File: config.mk
export PLATFORM = sky130hd
export DESIGN_NAME = pipeline_stall_controller
export DESIGN_NICKNAME = d
export VERILOG_FILES = /design/src/rtl/pipeline_stall_controller.sv
export SDC_FILE = /design/constraint.sdc
export NUM_CORES = 1
export LEC_CHECK = 0
export CAP_MARGIN = 20
export CELL_PAD_IN_SITES_DETAIL_PLACEMENT = 1
export CELL_PAD_IN_SITES_GLOBAL_PLACEMENT = 1
export CORE_ASPECT_RATIO = 0.9
export CORE_MARGIN = 2
export CORE_UTILIZATION = 47
export DETAILED_ROUTE_END_ITERATION = 16
export DONT_BUFFER_PORTS = 1
export GPL_ROUTABILITY_DRIVEN = 0
export PLACE_DENSITY_LB_ADDON = 0.3
export SETUP_SLACK_MARGIN = 0.4
export SYNTH_ARGS = -nofsm -noshare
export SYNTH_HDL_FRONTEND = slang
export SYNTH_SLANG_ARGS = --single-unit
File: constraint.sdc
create_clock -name clk -period 2.1 [get_ports clk]
set_input_delay 0.42 -clock clk [delete_from_list [all_inputs] [get_ports clk]]
set_output_delay 0.42 -clock clk [all_outputs]
set_load 0.01 [all_outputs]
File: src/rtl/pipeline_stall_controller.sv
// pipeline_stall_controller
//   Central stall/flush sequencer for the 5-stage forwarding pipeline. Merges
//   the ID-stage load-use hazard, the EXE-stage branch-taken flag and the
//   MEM-stage SRAM handshake into per-stage freeze/bubble/flush controls.
//   It detects SRAM timeouts and keeps saturating performance counters.
//
// Parameters
//   MEM_TIMEOUT  max extra SRAM wait cycles tolerated before ERROR (>=1)
//   CNT_W        width of each performance counter
//
// Ports
//   clk, rst         clock; synchronous active-high reset
//   hazard_detected  load-use hazard (ID)
//   br_taken         branch/jump taken (EXE)
//   mem_req          MEM-stage instruction accesses SRAM (level)
//   sram_ready       SRAM op completes this cycle
//   perf_clr         synchronous clear of all counters
//   freeze_pc, freeze_if_id, flush_if_id, bubble_id_exe,
//   freeze_id_exe, freeze_exe_mem, bubble_mem_wb   pipeline controls
//   mem_timeout      sticky SRAM timeout; pipeline stays frozen until rst
//   lu_stall_cnt, flush_cnt, mem_stall_cnt         performance counters
//   state_dbg        current FSM state (0=RUN, 1=MEM_WAIT, 2=ERROR)
//
// Handshake: the SRAM side is a level protocol. While mem_req is high, the
// access completes in the first cycle with sram_ready=1. Every cycle before
// that one is a stall cycle.
module pipeline_stall_controller #(
  parameter int MEM_TIMEOUT = 16,
  parameter int CNT_W       = 16
) (
  input  logic             clk,
  input  logic             rst,
  input  logic             hazard_detected,
  input  logic             br_taken,
  input  logic             mem_req,
  input  logic             sram_ready,
  input  logic             perf_clr,
  output logic             freeze_pc,
  output logic             freeze_if_id,
  output logic             flush_if_id,
  output logic             bubble_id_exe,
  output logic             freeze_id_exe,
  output logic             freeze_exe_mem,
  output logic             bubble_mem_wb,
  output logic             mem_timeout,
  output logic [CNT_W-1:0] lu_stall_cnt,
  output logic [CNT_W-1:0] flush_cnt,
  output logic [CNT_W-1:0] mem_stall_cnt,
  output logic [1:0]       state_dbg
);

  localparam int WW = $clog2(MEM_TIMEOUT + 1);

  typedef enum logic [1:0] {
    RUN      = 2'd0,
    MEM_WAIT = 2'd1,
    ERROR    = 2'd2
  } state_t;

  state_t           state;
  logic [WW-1:0]    wait_cnt;
  logic [CNT_W-1:0] lu_q, fl_q, ms_q;

  logic in_err, mem_stall, br_act, hz_act;
  logic lu_inc, fl_inc, ms_inc;

  always_comb begin
    in_err    = (state == ERROR);
    mem_stall = ((state == RUN) && mem_req && !sram_ready) ||
                ((state == MEM_WAIT) && !sram_ready);
    // Branch and hazard only act when the pipeline is not frozen. A hazard
    // that arrives together with a branch is dropped, because the branch
    // flushes the instruction that raised it.
    br_act    = !in_err && !mem_stall && br_taken;
    hz_act    = !in_err && !mem_stall && !br_taken && hazard_detected;
    // In ERROR the branch and hazard counters still track their raw
    // conditions. The memory stall counter stops counting.
    lu_inc    = in_err ? (hazard_detected && !br_taken) : hz_act;
    fl_inc    = in_err ? br_taken : br_act;
    ms_inc    = mem_stall;
  end

  // Controls are combinational from state and inputs. All outputs read
  // zero while reset is held.
  always_comb begin
    freeze_pc      = 1'b0;
    freeze_if_id   = 1'b0;
    flush_if_id    = 1'b0;
    bubble_id_exe  = 1'b0;
    freeze_id_exe  = 1'b0;
    freeze_exe_mem = 1'b0;
    bubble_mem_wb  = 1'b0;
    mem_timeout    = 1'b0;
    lu_stall_cnt   = '0;
    flush_cnt      = '0;
    mem_stall_cnt  = '0;
    state_dbg      = 2'd0;
    if (!rst) begin
      lu_stall_cnt  = lu_q;
      flush_cnt     = fl_q;
      mem_stall_cnt = ms_q;
      state_dbg     = state;
      if (in_err || mem_stall) begin
        freeze_pc      = 1'b1;
        freeze_if_id   = 1'b1;
        freeze_id_exe  = 1'b1;
        freeze_exe_mem = 1'b1;
        bubble_mem_wb  = 1'b1;
        mem_timeout    = in_err;
      end else if (br_act) begin
        flush_if_id   = 1'b1;
        bubble_id_exe = 1'b1;
      end else if (hz_act) begin
        freeze_pc     = 1'b1;
        freeze_if_id  = 1'b1;
        bubble_id_exe = 1'b1;
      end
    end
  end

  always_ff @(posedge clk) begin
    if (rst) begin
      state    <= RUN;
      wait_cnt <= '0;
    end else begin
      case (state)
        RUN: begin
          if (mem_req && !sram_ready) begin
            state    <= MEM_WAIT;
            wait_cnt <= WW'(1);
          end
        end
        MEM_WAIT: begin
          // A ready in the last allowed cycle still completes the access.
          if (sram_ready) begin
            state    <= RUN;
            wait_cnt <= '0;
          end else if (wait_cnt == WW'(MEM_TIMEOUT)) begin
            state <= ERROR;
          end else begin
            wait_cnt <= wait_cnt + WW'(1);
          end
        end
        default: state <= ERROR;
      endcase
    end
  end

  // Counters saturate at all-ones. A clear beats a same-cycle increment.
  always_ff @(posedge clk) begin
    if (rst || perf_clr) begin
      lu_q <= '0;
      fl_q <= '0;
      ms_q <= '0;
    end else begin
      if (lu_inc && !(&lu_q)) lu_q <= lu_q + CNT_W'(1);
      if (fl_inc && !(&fl_q)) fl_q <= fl_q + CNT_W'(1);
      if (ms_inc && !(&ms_q)) ms_q <= ms_q + CNT_W'(1);
    end
  end

endmodule

# ---- Yosys cells after proc, flatten, opt, wreduce, memory -nomap -nowiden
# Index checks and enable logic that the tools add are counted.
dict set report word_totals {
  out_inout_bits 58
  inputBits 7
  reg_bits 55
  wordCells 72
}
dict set report classes {
  reduce_logical 29
  eq_ne 6
  n_mux 28
  n_addsub 4
}
# operator count
set op_table {}
lappend op_table {{adder 16 x 1 -> 16 bit, second input constant} 3}
lappend op_table {{two-way mux 16 bit} 3}
lappend op_table {{AND reduction 16 bit} 3}
lappend op_table {{two-way mux 1 bit} 16}
lappend op_table {{two-way mux 5 bit} 3}
lappend op_table {{logical AND 1 bit} 12}
lappend op_table {{case mux 5 bit (2 select lines)} 1}
lappend op_table {{two-way mux 2 bit} 4}
lappend op_table {{zero test 1 bit} 7}
lappend op_table {{adder 5 x 1 -> 5 bit, second input constant} 1}
lappend op_table {{equality test 5 bit, second input constant} 1}
lappend op_table {{case mux 2 bit (2 select lines)} 1}
lappend op_table {{logical OR 1 bit} 3}
lappend op_table {{inequality test 3 x 2 -> 1 bit, second input constant} 1}
lappend op_table {{inequality test 3 bit, second input constant} 1}
lappend op_table {{AND reduction 3 bit} 1}
lappend op_table {{equality test 2 x 1 -> 1 bit, second input constant} 1}
lappend op_table {{equality test 2 bit, second input constant} 1}
lappend op_table {{zero test 2 bit} 1}
lappend op_table {{inequality test 2 x 1 -> 1 bit, second input constant} 1}
lappend op_table {{AND reduction 2 bit} 1}
lappend op_table {{nonzero test 2 bit} 1}

# ---- Logic depth before layout (Yosys ltp)
# Gate-level depths: netlist of the first run.
dict set report depth {
  depth_word 12
  mapped_depth 7
  depth_no_buf 7
}

# ---- Least setup slack after synthesis of the first run
# OpenSTA, ideal clock, no wires.
dict set report synth_timing {
  path_type {reg-to-output}
  from {register state[0]}
  to {output freeze_exe_mem}
  t_required_ps 1680
  setup_slack_ps 95
  arrival_ps 1585
  path_buffers 2
  path_stages_with_launch 7
  path_cell_list {dfxtp_1 > o21bai_4 > buf_6 > or2_2 > o21ai_0 > nor2b_1 > buf_4}
}
dict set report synth_between {
  elab_chain_cells 7
  word_cells_on_any_way 10
  classes_between {2 x eq/ne; 2 x mux; 6 x reduce/logical}
}
# element line
set synth_lines {}
lappend synth_lines {{start: declaration} 60} ;# state_t state;
lappend synth_lines {{start signal: assignment} 123} ;# state <= RUN;
lappend synth_lines {{start signal: assignment} 129} ;# state <= MEM_WAIT;
lappend synth_lines {{start signal: assignment} 136} ;# state <= RUN;
lappend synth_lines {{zero test 2 bit} 69} ;# mem_stall = ((state == RUN) && mem_req && !sram_ready) ||
lappend synth_lines {{logical AND 1 bit (2 in a row)} 69}
lappend synth_lines {{logical OR 1 bit} 69}
lappend synth_lines {{logical OR 1 bit (*)} 103} ;# if (in_err || mem_stall) begin
lappend synth_lines {{two-way mux 1 bit (*) (2 in a row)} n/a}
lappend synth_lines {{end: declaration} 43} ;# output logic freeze_exe_mem,
# Mark *: on every way between the ends. The rest lies on a longest branch, timed or not.

# ---- Worst setup path in the final report of the first run
dict set report layout_timing {
  from {register state[1]}
  to {output bubble_mem_wb}
}
dict set report layout_between {
  elab_chain_cells 7
  word_cells_on_any_way 10
  classes_between {2 x eq/ne; 2 x mux; 6 x reduce/logical}
}
# element line
set layout_lines {}
lappend layout_lines {{zero test 2 bit} 69}
lappend layout_lines {{logical AND 1 bit (2 in a row)} 69}
lappend layout_lines {{logical OR 1 bit} 69}
lappend layout_lines {{logical OR 1 bit (*)} 103}
lappend layout_lines {{two-way mux 1 bit (*)} 103}
lappend layout_lines {{two-way mux 1 bit (*)} 98} ;# if (!rst) begin
lappend layout_lines {{end: declaration} 44} ;# output logic bubble_mem_wb,
# Marks and branches as above.

==> impl_metrics.env, run 1 <==
export IMPL_total_power_mw=1.83
export IMPL_critical_path_n_buffers_inverters=0
export IMPL_die_h_um=83.0
export IMPL_combinational_cell_fraction_of_total_power_pct=8.9
export IMPL_grt_overflow_total=0
export IMPL_placedInstanceArea_sq_um=3330
export IMPL_worst_slew_margin_rel_pct=52.6
export IMPL_switching_share_pct=24.7
export IMPL_r2r_slack_ns=0.32
export IMPL_unrepaired_setup_endpoints_after_global_routing="true"
export IMPL_finalHoldViolCount=0
export IMPL_row_count=28
export IMPL_slew_violations=0
export IMPL_worst_path_max_delay_cell="sky130_fd_sc_hd__dfxtp_4"
export IMPL_timing_critical_path_slowest_cell_delay_ns=0.36
export IMPL_hpwl_um=5710
export IMPL_place_port_buffers=0
export IMPL_post_synth_instance_area_sq_um=3260
export IMPL_power_sequential_fraction_pct=57.6
export IMPL_num_nets_final=427
export IMPL_post_synth_top_count_cell="sky130_fd_sc_hd__nor2_1"
export IMPL_worst_setup_path_start_kind="flop"
export IMPL_cts_hold_buffers_added=0
export IMPL_route_detailed_wl_per_inst_um=18.4
export IMPL_final_hold_slack_ns=0.199
export IMPL_vias=2973
export IMPL_cts_htree_levels=2
export IMPL_worst_setup_path_end_kind="output port"
export IMPL_ir_worst_vdd_mv=0.294
export IMPL_route_final_wire_length_um=9300
export IMPL_internal_power_mw=1.38
export IMPL_maximum_clock_frequency_mhz=529
export IMPL_timing_critical_path_fanout_max=4
export IMPL_postSynthAreaPerCell_sq_um=8.10
export IMPL_finalCritPeriodShare_pct=90.0
export IMPL_synthesis_instances=402
export IMPL_dominantRegCellSynth="sky130_fd_sc_hd__dfxtp_1"
export IMPL_number_of_antenna_violations_at_the_first_check_in_global_routing=0
export IMPL_post_placement_worst_setup_slack_ns=0.288
export IMPL_post_placement_cell_count=478
export IMPL_regToRegEndpoint="ms_q[14]"
export IMPL_timing_critical_path_from="state[1]"
export IMPL_worstSkewPairLatency_ns=0.31
export IMPL_clock_skew_ns=0.0104
export IMPL_clkTransAtPathRegs_ns=0.10
export IMPL_netSwitchingPower_mw=0.452
export IMPL_cp_endpoint="bubble_mem_wb"
export IMPL_pwr_share_clk_pct=33.5
export IMPL_path_delay_family="simple AND/OR/NAND/NOR gates"
export IMPL_fin_crit_ns=1.89
export IMPL_critPathRequiredTime_ns=1.68
export IMPL_worstMarginPinSlew_ns=0.711
export IMPL_vias_per_std_cell=5.89
export IMPL_pin_count=65
export IMPL_design_core_area_sq_um=6660
export IMPL_totalNegativeSetupSlack_ns=0
export IMPL_grt_start_max_net_pins=63
export IMPL_cap_viol_max_count=0
export IMPL_globalRouteTotalUtil_pct=22.0
export IMPL_numCtsBuffers=5
export IMPL_worst_endpoint_arrival_ns=1.47
export IMPL_detail_route_drc_violations=0
export IMPL_detail_route_first_pass_iterations=4
export IMPL_powerDensity_nw_per_um2=474
export IMPL_finalCoreUtilization_pct=58.1
export IMPL_post_synthesis_sequential_element_count=55
export IMPL_synth_top_area_cell="sky130_fd_sc_hd__dfxtp_1"
export IMPL_flow_area_growth_from_synthesis_pct=18.7
export IMPL_synth_commonest_cells="sky130_fd_sc_hd__nor2_1 (58), sky130_fd_sc_hd__dfxtp_1 (55), sky130_fd_sc_hd__nor2b_1 (47)"
export IMPL_worst_r2r_cell_count=8
export IMPL_synth_fp_nets=414
export IMPL_cp_cell_sequence="o21bai_4 > or2_4 > o21ai_4 > nor2b_4"
export IMPL_via_count_of_the_first_global_routing_pass=2841
export IMPL_worst_r2r_startpoint="state[1]"
export IMPL_synthesis_yosys_warnings=0
export IMPL_cts_tree="yes"
export IMPL_yosysUniqueCellTypes=53
export IMPL_drc_marker_count_from_the_first_detailed_route_iteration=112
export IMPL_layout_setup_ws_ns=0.210
export IMPL_yosys_top_cells_area="sky130_fd_sc_hd__dfxtp_1 (34%), sky130_fd_sc_hd__nor2b_1 (9.0%), sky130_fd_sc_hd__nor2_1 (6.7%), sky130_fd_sc_hd__xor2_1 (4.3%), sky130_fd_sc_hd__xnor2_1 (4.0%)"
export IMPL_finalSetupViolCount=0
export IMPL_numClockSinks=55
export IMPL_grt_first_pass_wirelength_um=14000
export IMPL_cts_root_cell="sky130_fd_sc_hd__clkbuf_8"
export IMPL_start_util_pct=48.9
export IMPL_count_of_cell_instances_traversed_by_the_critical_path=4
export IMPL_fraction_of_layout_cells_with_a_size_suffix_above_1_pct=25.5
export IMPL_synth_yosys_seq_area_share_pct=33.8
export IMPL_post_synth_edffs=0
export IMPL_async_flop_share_pct=0
export IMPL_criticalPathCategory="flop to output port"
export IMPL_diodes=0
export IMPL_hp_class="input pin to flop"
export IMPL_instances_no_fill=505
export IMPL_final_ant_viol_nets=0
export IMPL_yosysTopAreaCellShare_pct=33.8
export IMPL_die_area_sq_um=7620
export IMPL_cellLeakagePower_nw=1.27
export IMPL_post_route_design_area_sq_um=3870
export IMPL_die_width_um=91.8
export IMPL_cts_path_max_buffers=2
export IMPL_result_of_the_run="finished, final reports clean"
-- final cells by class --
type                       count  area, sq um
sequential                    55         1130
clock buffer                   6         82.6
clock inverter                 1         5.00
tap                           90          113
inverter                      11         41.3
fill                         797         2790
multi-input combinational    319         2280
timing repair buffer          23          214
-- kinds of logic (layout without fill, tap and decap cells) --
| group | after synthesis | after routing | share of synthesized area, % |
|---|---|---|---|
| xor+xnor | 31 | 31 | 8.33 |
| simple gates | 222 | 222 | 38.0 |
| buf+inv | 29 | 41 | 4.15 |
| mux | 5 | 5 | 1.54 |
| fa+ha+maj | 5 | 5 | 1.92 |
| flops | 55 | 55 | 33.8 |
| compound gates | 55 | 56 | 12.3 |
-- flip-flops by register name, summed over array words and instances (netlist names) --
name / count
state: 2
fl_q: 16
wait_cnt: 5
lu_q: 16
ms_q: 16
-- worst register-to-register path, stage by stage, from the launching register on --
cell	delay, ns
sky130_fd_sc_hd__dfxtp_4	0.36
sky130_fd_sc_hd__o21bai_4	0.17
sky130_fd_sc_hd__buf_4	0.14
sky130_fd_sc_hd__buf_8	0.14
sky130_fd_sc_hd__buf_12	0.14
sky130_fd_sc_hd__nor3b_4	0.32
sky130_fd_sc_hd__nand4_1	0.16
sky130_fd_sc_hd__nor3_1	0.15
sky130_fd_sc_hd__a211oi_1	0.07
-- how the worst min path moves through the flow --
stage          cells past startpoint  slack [ns]       end  startpoint
5_1_grt                            1        0.18  state[1]         rst
4_1_cts                            1        0.16  state[1]         rst
3_5_place_dp                       1        0.49  ms_q[12]    ms_q[12]
2_1_floorplan                      1        0.45  ms_q[12]    ms_q[12]
6_report                           1        0.20  state[1]         rst
3_3_place_gp                       2        0.47   lu_q[1]     lu_q[1]
-- metal layers --
metal | GRT usage [%] | part of all wire [%] | wire length, um
met1 | 30.8 | 49 | 4520
met4 | 6.11 | 1.2 | 108
met3 | 4.08 | 4.0 | 372
met5 | 0 | 0 | 0
met2 | 34.7 | 46 | 4300
-- layout by cell type, fill, tap and decap left out, types with 5 or more instances in the layout --
master / Yosys / final
sky130_fd_sc_hd__nor2_1: 58 / 55
sky130_fd_sc_hd__nor2b_1: 47 / 46
sky130_fd_sc_hd__dfxtp_1: 55 / 37
sky130_fd_sc_hd__nand2_1: 27 / 25
sky130_fd_sc_hd__buf_4: 4 / 19
sky130_fd_sc_hd__xor2_1: 16 / 16
sky130_fd_sc_hd__dfxtp_2: 0 / 16
sky130_fd_sc_hd__xnor2_1: 15 / 15
sky130_fd_sc_hd__nand4_1: 13 / 13
sky130_fd_sc_hd__nor3_1: 15 / 12
sky130_fd_sc_hd__nand3_1: 14 / 12
sky130_fd_sc_hd__o21ai_0: 14 / 11
sky130_fd_sc_hd__inv_1: 11 / 10
sky130_fd_sc_hd__and3_1: 11 / 9
sky130_fd_sc_hd__nor4_2: 0 / 8
sky130_fd_sc_hd__a21oi_1: 8 / 6
sky130_fd_sc_hd__clkbuf_8: 0 / 6
sky130_fd_sc_hd__o211ai_1: 5 / 5
sky130_fd_sc_hd__mux2i_1: 5 / 5
-- timing repair --
item / in CTS / in global routing
resized for setup: 18 / 53
endpoints found under the setup margin: 24 / 53
gates cloned: 0 / 2
buffers inserted: 9 / 9
pin swaps: 8 / 20
-- power groups by stage --
stage                     Clock, mW  Sequential (mW)  Combinational [mW]
after global placement            0             1.08               0.101
final                         0.612             1.06               0.163
after CTS                     0.626             1.05               0.127
after detailed placement          0             1.08               0.104
after global routing          0.663             1.06               0.174
after floorplan                   0             1.08               0.107
No activity file was read; power rests on OpenSTA's default activity.
==> inputs of run 2 (changes only) <==
CAP_MARGIN = unset   (was 20)
CTS_CLUSTER_SIZE = 8   (was unset)
==> results of run 2 <==
No change in the layout: final DEF, timing and power equal those of run 1.
